<file path="config.mk">
export PLATFORM = sky130hd
export DESIGN_NAME = vga_sync_gen
export DESIGN_NICKNAME = d
export VERILOG_FILES = /design/src/rtl/vga_sync_gen.sv
export SDC_FILE = /design/constraint.sdc
export NUM_CORES = 1
export LEC_CHECK = 0
export ABC_AREA = 1
export ABC_CLOCK_PERIOD_IN_PS = 2000
export CAP_MARGIN = 10
export CORE_UTILIZATION = 51
export DETAILED_ROUTE_END_ITERATION = 12
export PLACE_DENSITY = 0.88
export SLEW_MARGIN = 10
export SYNTH_ARGS = -nofsm -noshare
export SYNTH_HDL_FRONTEND = slang
export SYNTH_SLANG_ARGS = --single-unit
</file>
<file path="constraint.sdc">
create_clock -name clk -period 2 [get_ports clk]
set_clock_uncertainty 0.1 [all_clocks]
set_input_delay 0.3 -clock clk [delete_from_list [all_inputs] [get_ports clk]]
set_output_delay 0.3 -clock clk [all_outputs]
set_load 0.005 [all_outputs]
</file>
<file path="src/rtl/vga_sync_gen.sv">
// VGA video-timing generator. It produces the pixel strobe, the scan counters,
// registered sync/blank decode, and single-cycle line and frame start pulses.
module vga_sync_gen #(
  parameter int H_DISPLAY = 640,
  parameter int H_FRONT   = 16,
  parameter int H_SYNC    = 96,
  parameter int H_BACK    = 48,
  parameter int V_DISPLAY = 480,
  parameter int V_FRONT   = 10,
  parameter int V_SYNC    = 2,
  parameter int V_BACK    = 33,
  parameter int CLK_DIV   = 1,
  parameter int SYNC_POL  = 0
) (
  input  logic       clk,
  input  logic       reset,
  output logic       p_tick,
  output logic [9:0] pix_x,
  output logic [9:0] pix_y,
  output logic       hsync,
  output logic       vsync,
  output logic       video_on,
  output logic       line_start,
  output logic       frame_start
);

  localparam int H_TOTAL = H_DISPLAY + H_FRONT + H_SYNC + H_BACK;
  localparam int V_TOTAL = V_DISPLAY + V_FRONT + V_SYNC + V_BACK;
  localparam int DIV_W   = (CLK_DIV > 1) ? $clog2(CLK_DIV) : 1;

  localparam logic [DIV_W-1:0] DIV_LAST = DIV_W'(CLK_DIV - 1);
  localparam logic [DIV_W-1:0] DIV_ONE  = DIV_W'(1);

  localparam logic [9:0] H_LAST   = 10'(H_TOTAL - 1);
  localparam logic [9:0] V_LAST   = 10'(V_TOTAL - 1);
  localparam logic [9:0] H_VIS    = 10'(H_DISPLAY);
  localparam logic [9:0] V_VIS    = 10'(V_DISPLAY);
  localparam logic [9:0] HS_FIRST = 10'(H_DISPLAY + H_FRONT);
  localparam logic [9:0] HS_LAST  = 10'(H_DISPLAY + H_FRONT + H_SYNC - 1);
  localparam logic [9:0] VS_FIRST = 10'(V_DISPLAY + V_FRONT);
  localparam logic [9:0] VS_LAST  = 10'(V_DISPLAY + V_FRONT + V_SYNC - 1);
  localparam logic       SYNC_ON  = (SYNC_POL != 0);

  // Counters are 10 bits wide, so any longer timing would silently alias.
  if (H_TOTAL > 1024 || V_TOTAL > 1024) begin : g_total_check
    $error("vga_sync_gen: H_TOTAL and V_TOTAL must not exceed 1024");
  end
  if (CLK_DIV < 1 || CLK_DIV > 16) begin : g_div_check
    $error("vga_sync_gen: CLK_DIV must be in 1..16");
  end

  logic [DIV_W-1:0] div_q, div_d;
  logic [9:0]       x_q, x_d;
  logic [9:0]       y_q, y_d;
  logic             hsync_q, hsync_d;
  logic             vsync_q, vsync_d;
  logic             video_q, video_d;
  logic             line_q, line_d;
  logic             frame_q, frame_d;
  logic             tick;

  assign tick = (div_q == DIV_LAST);

  always_comb begin
    // NOTE: every combinational output gets a default first, so no path can infer a latch.
    div_d = div_q + DIV_ONE;
    x_d   = x_q;
    y_d   = y_q;

    if (tick) begin
      div_d = '0;
      if (x_q == H_LAST) begin
        x_d = '0;
        y_d = (y_q == V_LAST) ? 10'd0 : y_q + 10'd1;
      end else begin
        x_d = x_q + 10'd1;
      end
    end

    // Decode from the next-state counters so the registered levels line up with pix_x/pix_y.
    hsync_d = ((x_d >= HS_FIRST) && (x_d <= HS_LAST)) ? SYNC_ON : !SYNC_ON;
    vsync_d = ((y_d >= VS_FIRST) && (y_d <= VS_LAST)) ? SYNC_ON : !SYNC_ON;
    video_d = (x_d < H_VIS) && (y_d < V_VIS);
    line_d  = tick && (x_q == H_LAST);
    frame_d = line_d && (y_q == V_LAST);
  end

  always_ff @(posedge clk or negedge reset) begin
    if (!reset) begin
      div_q   <= '0;
      x_q     <= '0;
      y_q     <= '0;
      hsync_q <= !SYNC_ON;
      vsync_q <= !SYNC_ON;
      video_q <= 1'b1;
      line_q  <= 1'b0;
      frame_q <= 1'b0;
    end else begin
      // NOTE: sequential state uses non-blocking assignments so all registers update together.
      div_q   <= div_d;
      x_q     <= x_d;
      y_q     <= y_d;
      hsync_q <= hsync_d;
      vsync_q <= vsync_d;
      video_q <= video_d;
      line_q  <= line_d;
      frame_q <= frame_d;
    end
  end

  assign p_tick      = tick;
  assign pix_x       = x_q;
  assign pix_y       = y_q;
  assign hsync       = hsync_q;
  assign vsync       = vsync_q;
  assign video_on    = video_q;
  assign line_start  = line_q;
  assign frame_start = frame_q;

endmodule

</file>
* After elaboration in Yosys (flattened, before gate mapping) *
Cells that the tools add are included.
W data, S select, Z words.

storage, ports and cells
  word-level logic and storage cells = 33
  register bits after elaboration = 26
  bits of input ports = 2
  output and inout bits = 26

operators by class
  add/subtract/negate cells = 3
  mux-type cells = 8
  reduce and logical (&&, ||, !) cells = 5
  equal/unequal tests = 2
  bitwise operators = 1
  $lt $le $gt $ge = 6

operators by type and width
  operator                 number
  $mux W10                 5
  $add A10 B1 Y10 const B  2
  $eq A10 B10 Y1 const B   2
  $ge A10 B10 Y1 const B   1
  $ge A10 B9 Y1 const B    1
  $le A10 B10 Y1 const B   1
  $le A10 B9 Y1 const B    1
  $lt A10 B10 Y1 const B   1
  $lt A10 B9 Y1 const B    1
  $logic_and A1 B1 Y1      5
  $mux W1                  3
  $add A1 B1 Y1 const B    1
  $not A1 Y1               1

* Logic depth before layout (Yosys ltp) *
Gate-level depths: netlist of run 1.

  depth after elaboration = 7
  gate-level depth with buffers = 12
  mapped depth without buffers = 12

* Worst setup path before layout of run 1 *
OpenSTA, ideal clock, no wires.

  path type = reg-to-reg
  start point = register x_q[0], in the netlist pix_x[0]
  end point = register vsync_q, in the netlist vsync
  setup time = 0.077 ns
  stages on the path, launching flop included = 12
  required time = 1.823 ns
  period minus slack after synthesis = 1.653 ns
  setup slack = 0.347 ns
  path buffers = 1
  arrival = 1.476 ns
  cells stage by stage = dfrtp_1 -> ha_1 -> nand2_2 -> nor2_4 -> nand2_2 -> nor2_4 -> buf_6 -> nand4_2 -> nand2_1 -> nand2_1 -> nor2_2 -> nand2_1

on the way
  word-level cells in the longest chain between the ends = 6
  elaborated cells on any way between the ends = 7
  those cells by class = 2 x order compare; 1 x eq/ne; 3 x mux; 1 x reduce/logical

RTL lines
  what                                                   RTL line  source
  start, declared                                        53        logic [9:0] x_q, x_d;
  start signal, assigned                                 91        x_q <= '0;
  start signal, assigned                                 101       x_q <= x_d;
  $eq A10 B10 Y1 *                                       72        if (x_q == H_LAST) begin
  $mux W10 *                                             72
  $mux W10 *                                             70        if (tick) begin
  $ge A10 B9 Y1 / $le A10 B9 Y1 (equally long branches)  82        vsync_d = ((y_d >= VS_FIRST) && (y_d <= VS_LAST)) ? SYNC_ON : !SYNC_ON;
  $logic_and A1 B1 Y1 *                                  82
  $mux W1 *                                              82
  via vsync_d                                            56        logic vsync_q, vsync_d;
  end signal, assigned                                   94        vsync_q <= !SYNC_ON;
  end signal, assigned                                   104       vsync_q <= vsync_d;
  end, declared                                          56

The timed path passes the listed nets; every way through them passes the cells marked *.

* Worst setup path after layout of run 1 *
  start point = register y_q[5], in the netlist pix_y[5]
  end point = output pix_y[5]

RTL lines
  what                    RTL line  source
  start, declared         54        logic [9:0] y_q, y_d;
  start signal, assigned  102       y_q <= y_d;
  end, declared           19        output logic [9:0] pix_y,

No word-level cell between the ends.

==> impl_metrics.py, run 1 <==
metrics = {
    "outcome": {
        "status": "finished clean",
    },
    "global_route": {
        "grt_overflow": 0,
        "antenna_found_initial": 0,
        "grt_pass1_wl_um": 5133,
        "grt_max_degree": 26,
        "grt.total_usage": 0.2091,
        "grt_pass1_vias": 1167,
    },
    "critical_path": {
        "start_kind": "flip-flop",
        "startpoint": "pix_y[5]$_DFF_PN0_",
        "reg2reg_slack_ps": 190,
        "crit_required_ps": 1600,
        "cp.depth": 1,
        "reg2reg_from": "pix_x[1]$_DFF_PN0_",
        "cp-end-kind": "output port",
        "r2r_end": "vsync$_DFF_PN1_",
        "crit_path_max_incr_delay_ps": 560,
        "worstSetupEndpoint": "pix_y[5]",
        "critPathTopFamily": "buffers and inverters",
        "cp_slowest_cell": "clkdlybuf4s50_1",
        "worstSetupPathType": "reg -> out",
        "critPathBufInv": 1,
        "arrival_ps": 1420,
        "path_cells": "clkdlybuf4s50_1",
        "path_max_fanout": 9,
        "r2r_cells": 10,
    },
    "power": {
        "p_sw_mw": 0.1543,
        "p_int_mw": 0.5866,
        "leakage_nw": 0.9100,
        "clkPwrFrac": 0.300,
        "power_frac_seq": 0.683,
        "fin_total_pwr_mw": 0.7410,
        "swShare": 0.2083,
        "p_comb_frac": 0.017,
        "ir_drop_uv": 343.3,
        "pwr_density_cell_nw_per_um2": 407.6,
    },
    "routing": {
        "wl_per_cell_um": 11.44,
        "wl_um": 2963,
        "viasPerCell": 4.977,
        "vias": 1289,
        "drc_errors": 0,
        "drt_first_pass_iters": 4,
        "drt_iter0_drc": 24,
        "ant_nets": 0,
    },
    "yosys": {
        "synth_commonest_cells": "56 x nand2_1, 33 x inv_1, 22 x dfrtp_1",
        "ys_warn_count": 0,
        "synthArstFlopShare": 1.000,
        "synth_edf_count": 0,
        "synthCells": 197,
        "yosysTopAreaCell": "dfrtp_1",
        "synthesis.nets": 203,
        "synth_area_um2": 1486,
        "yosysTopAreaCellShare": 0.3704,
        "synth_seq_cells": 25,
        "syn_area_per_cell_um2": 7.545,
        "synth_flop_cell": "dfrtp_1",
        "synth_most_common_cell": "nand2_1",
        "synthTopCellsByArea": "dfrtp_1 37%, nand2_1 14%, inv_1 8.3%, nand3_1 5.7%, dfstp_2 5.3%",
        "synth-seq-area-share": 0.4234,
        "synthDistinctLibCells": 31,
    },
    "sta": {
        "fmax_mhz": 549.7,
        "setup_ws_ps": 180.9,
        "setup-violations-final": 0,
        "finalMaxSlewViolations": 0,
        "fin_crit_ps": 1819,
        "fin_tns_setup_ps": 0,
        "post-route-period-util": 0.9096,
        "rsz0062_at_grt": "false",
        "hold_viol": 0,
    },
    "worst_hold_path": {
        "hold_path_class": "in -> async",
    },
    "clock_tree": {
        "htreeDepth": 1,
        "cts-root-buf": "clkbuf_4",
        "clk_latency_ps": 310,
        "clock_sinks": 25,
        "max-clock-path-buffers": 2,
        "cts_buffers": 3,
        "cts_tree": "done",
        "clk_pin_slew_ps": 130,
    },
    "floorplan": {
        "die_y_um": 55.99,
        "start_util": 0.5390,
        "io_pins": 28,
        "die_w_um": 55.99,
        "num_rows": 19,
        "core_um2": 2758,
        "die_area_um2": 3134,
    },
    "cells_and_area": {
        "diodes": 0,
        "layout-drive-gt1-share": 0.1228,
        "fin_util": 0.6593,
        "layout.nets": 235,
        "syn_to_final_growth_pct": 22.31,
    },
    "placed_design": {
        "gp_congestion": 0.9418,
        "portBuffers": 26,
        "place_ws_ps": 178.7,
        "hpwl_um": 2310,
    },
    "run": {
        "maxCapViolCount": 0,
    },
}
-- state kept, by name (all words and copies together), names as in the netlist --
register / flops
frame_start: 1
hsync: 1
line_start: 1
pix_x: 10
pix_y: 10
video_on: 1
vsync: 1
-- timing repair --
item / 4_1_cts / 5_1_grt
hold buffers: 0 / 0
buffers inserted: 0 / 1
setup endpoints to repair: 0 / 2
gates resized for setup: 0 / 0
-- power groups by stage --
stage	Clock, mW	Combinational (mW)	Sequential [mW]
after floorplan	0	0.00183	0.515
after global placement	0	0.0136	0.515
after detailed placement	0	0.0139	0.515
after CTS	0.230	0.0140	0.506
after global routing	0.252	0.0155	0.506
final	0.222	0.0129	0.506
-- cells in the final DEF (no fill, tap or decap), types with 3 or more instances in the layout --
master           synthesis  final
nand4_2                  3      3
nor2_2                   4      4
dfrtp_1                 22     22
nand4_1                  4      4
nand3_1                 17     17
nand2_1                 56     56
clkbuf_4                 0      3
nor2_1                  21     21
inv_1                   33     33
buf_4                    1      4
nor2_4                   3      3
dfstp_2                  3      3
clkdlybuf4s50_1          0     26
o21ai_1                  3      3
nand2_2                  3      3
ha_1                     4      4
-- how the worst min path moves through the flow --
stage                       endpoint  slack (ps)  cells past startpoint          startpoint
6_report          pix_y[6]$_DFF_PN0_         230                      2               reset
3_5_place_dp      pix_x[2]$_DFF_PN0_         470                      1  pix_x[2]$_DFF_PN0_
5_1_grt           pix_y[6]$_DFF_PN0_         250                      2               reset
4_1_cts           pix_y[6]$_DFF_PN0_         240                      2               reset
2_1_floorplan  frame_start$_DFF_PN0_        -100                      0               reset
3_3_place_gp      pix_x[0]$_DFF_PN0_         460                      2  pix_x[0]$_DFF_PN0_
-- metal layers --
layer,part of all wire,vias to the layer above,global-route usage
met5,0,-,0
met4,0.0067,0,0.06969
met3,0.024,2,0.02093
met2,0.50,21,0.3469
met1,0.47,595,0.2883
li1,-,671,-
-- logic make-up (layout without fill, tap and decap cells) --
logic type | after synthesis | in the layout | synth area share
adder cells (fa/ha/maj) | 4 | 4 | 0.03367
AO/OA/AOI/OAI | 10 | 10 | 0.03872
buffers and inverters | 37 | 68 | 0.1018
XOR/XNOR | 2 | 2 | 0.01179
flip-flops | 25 | 25 | 0.4234
other | 1 | 1 | 0.002523
AND/OR/NAND/NOR | 118 | 118 | 0.3881
-- stage by stage --
stage | cell area (um^2) | std cells | hold slack, ps
5_1_grt | 1818 | 259 | 250.6
2_1_floorplan | 1486 | 197 | -95.59
3_3_place_gp | 1784 | 254 | 456.9
3_5_place_dp | 1784 | 254 | 467.6
4_1_cts | 1810 | 258 | 242.8
6_report | 1818 | 259 | 231.1
-- layout make-up --
| class | count | area (um^2) |
|---|---|---|
| Inverter | 34 | 127.6 |
| Timing Repair Buffer | 30 | 290.3 |
| Sequential cell | 25 | 629.4 |
| Fill cell | 241 | 939.7 |
| Tap cell | 31 | 38.79 |
| Multi-Input combinational cell | 135 | 705.7 |
| Clock buffer | 4 | 26.28 |
Note: power is estimated with default switching activity, not from simulation.
==> run 2, diff against run 1 <==
- GPL_TIMING_DRIVEN: default -> 0
==> run 2 against run 1 <==
Non-clock buffer count increased by 4. Die area unchanged. Maximum frequency decreased by 2.2%. Clock power about the same. First-iteration DRC count increased by 46%. Worst hold slack improved by 150 ps. Sequential power about the same. Largest cell class unchanged. Combinational power increased by 3%. Critical path depth increased by 8. Highest routed layer unchanged. Routed wire length about the same. Cell count increased by 1.5%. Critical endpoint is now vsync$_DFF_PN1_. Register-to-register slack got worse by 50 ps.
==> impl_metrics.py, run 2 (synthesis results as in run 1) <==
metrics = {
    "outcome": {
        "status": "finished clean",
    },
    "sta": {
        "tightest_slew_ps": 546.4,
        "fin_crit_ps": 1861,
        "hold_viol": 0,
        "rsz0062_at_grt": "false",
        "slew_headroom": 0.6357,
        "fin_tns_setup_ps": 0,
        "setup-violations-final": 0,
        "finalMaxSlewViolations": 0,
        "post-route-period-util": 0.9305,
        "fmax_mhz": 537.4,
    },
    "clock_tree": {
        "clk_latency_ps": 320,
        "cts_tree": "done",
        "htreeDepth": 1,
        "max-clock-path-buffers": 2,
        "cts_buffers": 3,
        "clock_sinks": 25,
        "cts-root-buf": "clkbuf_4",
        "clk_pin_slew_ps": 120,
    },
    "worst_hold_path": {
        "hold_path_class": "in -> async",
    },
    "placed_design": {
        "portBuffers": 26,
        "hpwl_um": 2205,
        "post_dp_cell_area_um2": 1785,
        "gp_congestion": 0.8803,
        "dpl.cell_count": 254,
    },
    "global_route": {
        "grt_max_degree": 26,
        "antenna_found_initial": 0,
        "grt_pass1_vias": 1270,
        "grt_pass1_wl_um": 5250,
        "grt_overflow": 0,
        "grt.total_usage": 0.2142,
    },
    "cells_and_area": {
        "most-common-layout-cells": "56 x nand2_1, 33 x inv_1, 25 x clkdlybuf4s50_1",
        "finalNonFillerCells": 263,
        "diodes": 0,
        "fillers": 225,
        "mostFrequentLayoutCell": "nand2_1",
        "layout-drive-gt1-share": 0.1466,
        "final_area_um2": 1853,
        "layout.nets": 239,
        "syn_to_final_growth_pct": 24.66,
    },
    "critical_path": {
        "reg2reg_from": "pix_x[0]$_DFF_PN0_",
        "arrival_ps": 2020,
        "cp-end-kind": "flip-flop",
        "r2r_end": "vsync$_DFF_PN1_",
        "reg2reg_slack_ps": 140,
        "worstSetupPathType": "reg -> reg",
        "start_kind": "flip-flop",
        "crit_required_ps": 2160,
        "path_max_fanout": 7,
        "r2r_cells": 9,
    },
    "floorplan": {
        "core_um2": 2758,
        "die_y_um": 55.99,
        "die_area_um2": 3134,
        "io_pins": 28,
        "num_rows": 19,
        "die_w_um": 55.99,
        "start_util": 0.5390,
    },
    "routing": {
        "drt_iter0_drc": 35,
        "drt_first_pass_iters": 6,
        "drc_errors": 0,
        "vias": 1309,
        "ant_nets": 0,
        "wl_um": 2961,
        "wl_per_cell_um": 11.26,
        "viasPerCell": 4.977,
    },
    "power": {
        "leakage_nw": 0.9303,
        "pwr_density_cell_nw_per_um2": 398.8,
        "ir_drop_uv": 375.1,
    },
    "run": {
        "maxCapViolCount": 0,
    },
}
-- run 2: cell count changes in the layout (fill, tap and decap cells not counted), sizes merged --
| cell | previous run | this run |
|---|---|---|
| clkdlybuf4s50 | 26 | 25 |
| dlygate4sd3 | 0 | 1 |
| buf | 4 | 8 |
-- run 2: per-stage QoR --
stage / hold slack, ps / worst slack (ps) / power (mW) / utilization
final: 381.2 / 139.0 / 0.7389 / 0.6720
after global placement: 424.9 / 151.1 / 0.5285 / 0.6475
after global routing: 420.6 / 2.712 / 0.7715 / 0.6720
after CTS: 442.1 / 88.70 / 0.7523 / 0.6570
after detailed placement: 424.3 / 111.2 / 0.5288 / 0.6475
after floorplan: -95.59 / 346.6 / 0.5171 / -
-- run 2: cell type report --
type                    count  area (um^2)  share of cell area
repair buffers             31        295.3              0.1594
plain buffers               3        23.77             0.01283
well taps                  31        38.79             0.02093
inverters                  34        127.6             0.06887
flip-flops and latches     25        630.6              0.3403
multi-input cells         135        710.7              0.3835
clock buffers               4        26.28             0.01418
-- run 2: where the power goes --
| part | switching (mW) | total, mW | internal (mW) |
|---|---|---|---|
| clock network | 0.142 | 0.220 | 0.0782 |
| logic | 0.0101 | 0.0133 | 0.00319 |
| registers | 0 | 0.506 | 0.506 |
-- run 2: metal layers --
metal  part of all wire  vias to the layer above  track usage
li1                   -                      677            -
met5                  0                        -            0
met2               0.48                       27       0.3639
met3              0.031                        5      0.02326
met4              0.017                        0      0.09408
met1               0.48                      600       0.2759
-- run 2: what timing repair did --
action | 4_1_cts | 5_1_grt
buffers inserted | 0 | 4
gates resized for setup | 0 | 2
hold buffers | 0 | 1
hold endpoints to repair | 0 | 22
setup endpoints to repair | 0 | 2
-- run 2: worst max path at each step --
stage,end,start,depth (start not counted)
2_1_floorplan,vsync$_DFF_PN1_,pix_x[0]$_DFF_PN0_,11
3_3_place_gp,vsync$_DFF_PN1_,pix_x[0]$_DFF_PN0_,9
3_5_place_dp,vsync$_DFF_PN1_,pix_x[0]$_DFF_PN0_,9
4_1_cts,vsync$_DFF_PN1_,pix_x[0]$_DFF_PN0_,9
5_1_grt,vsync$_DFF_PN1_,pix_x[0]$_DFF_PN0_,9
6_report,vsync$_DFF_PN1_,pix_x[0]$_DFF_PN0_,9
-- run 2: worst max-delay path: stages (launching register included) --
cell,delay [ps]
dfrtp_2,420
ha_1,230
nand3_1,160
nor2_4,200
nand3_4,130
nor2_2,110
or2_2,110
nand3_1,110
nor2_1,150
nand2_1,70
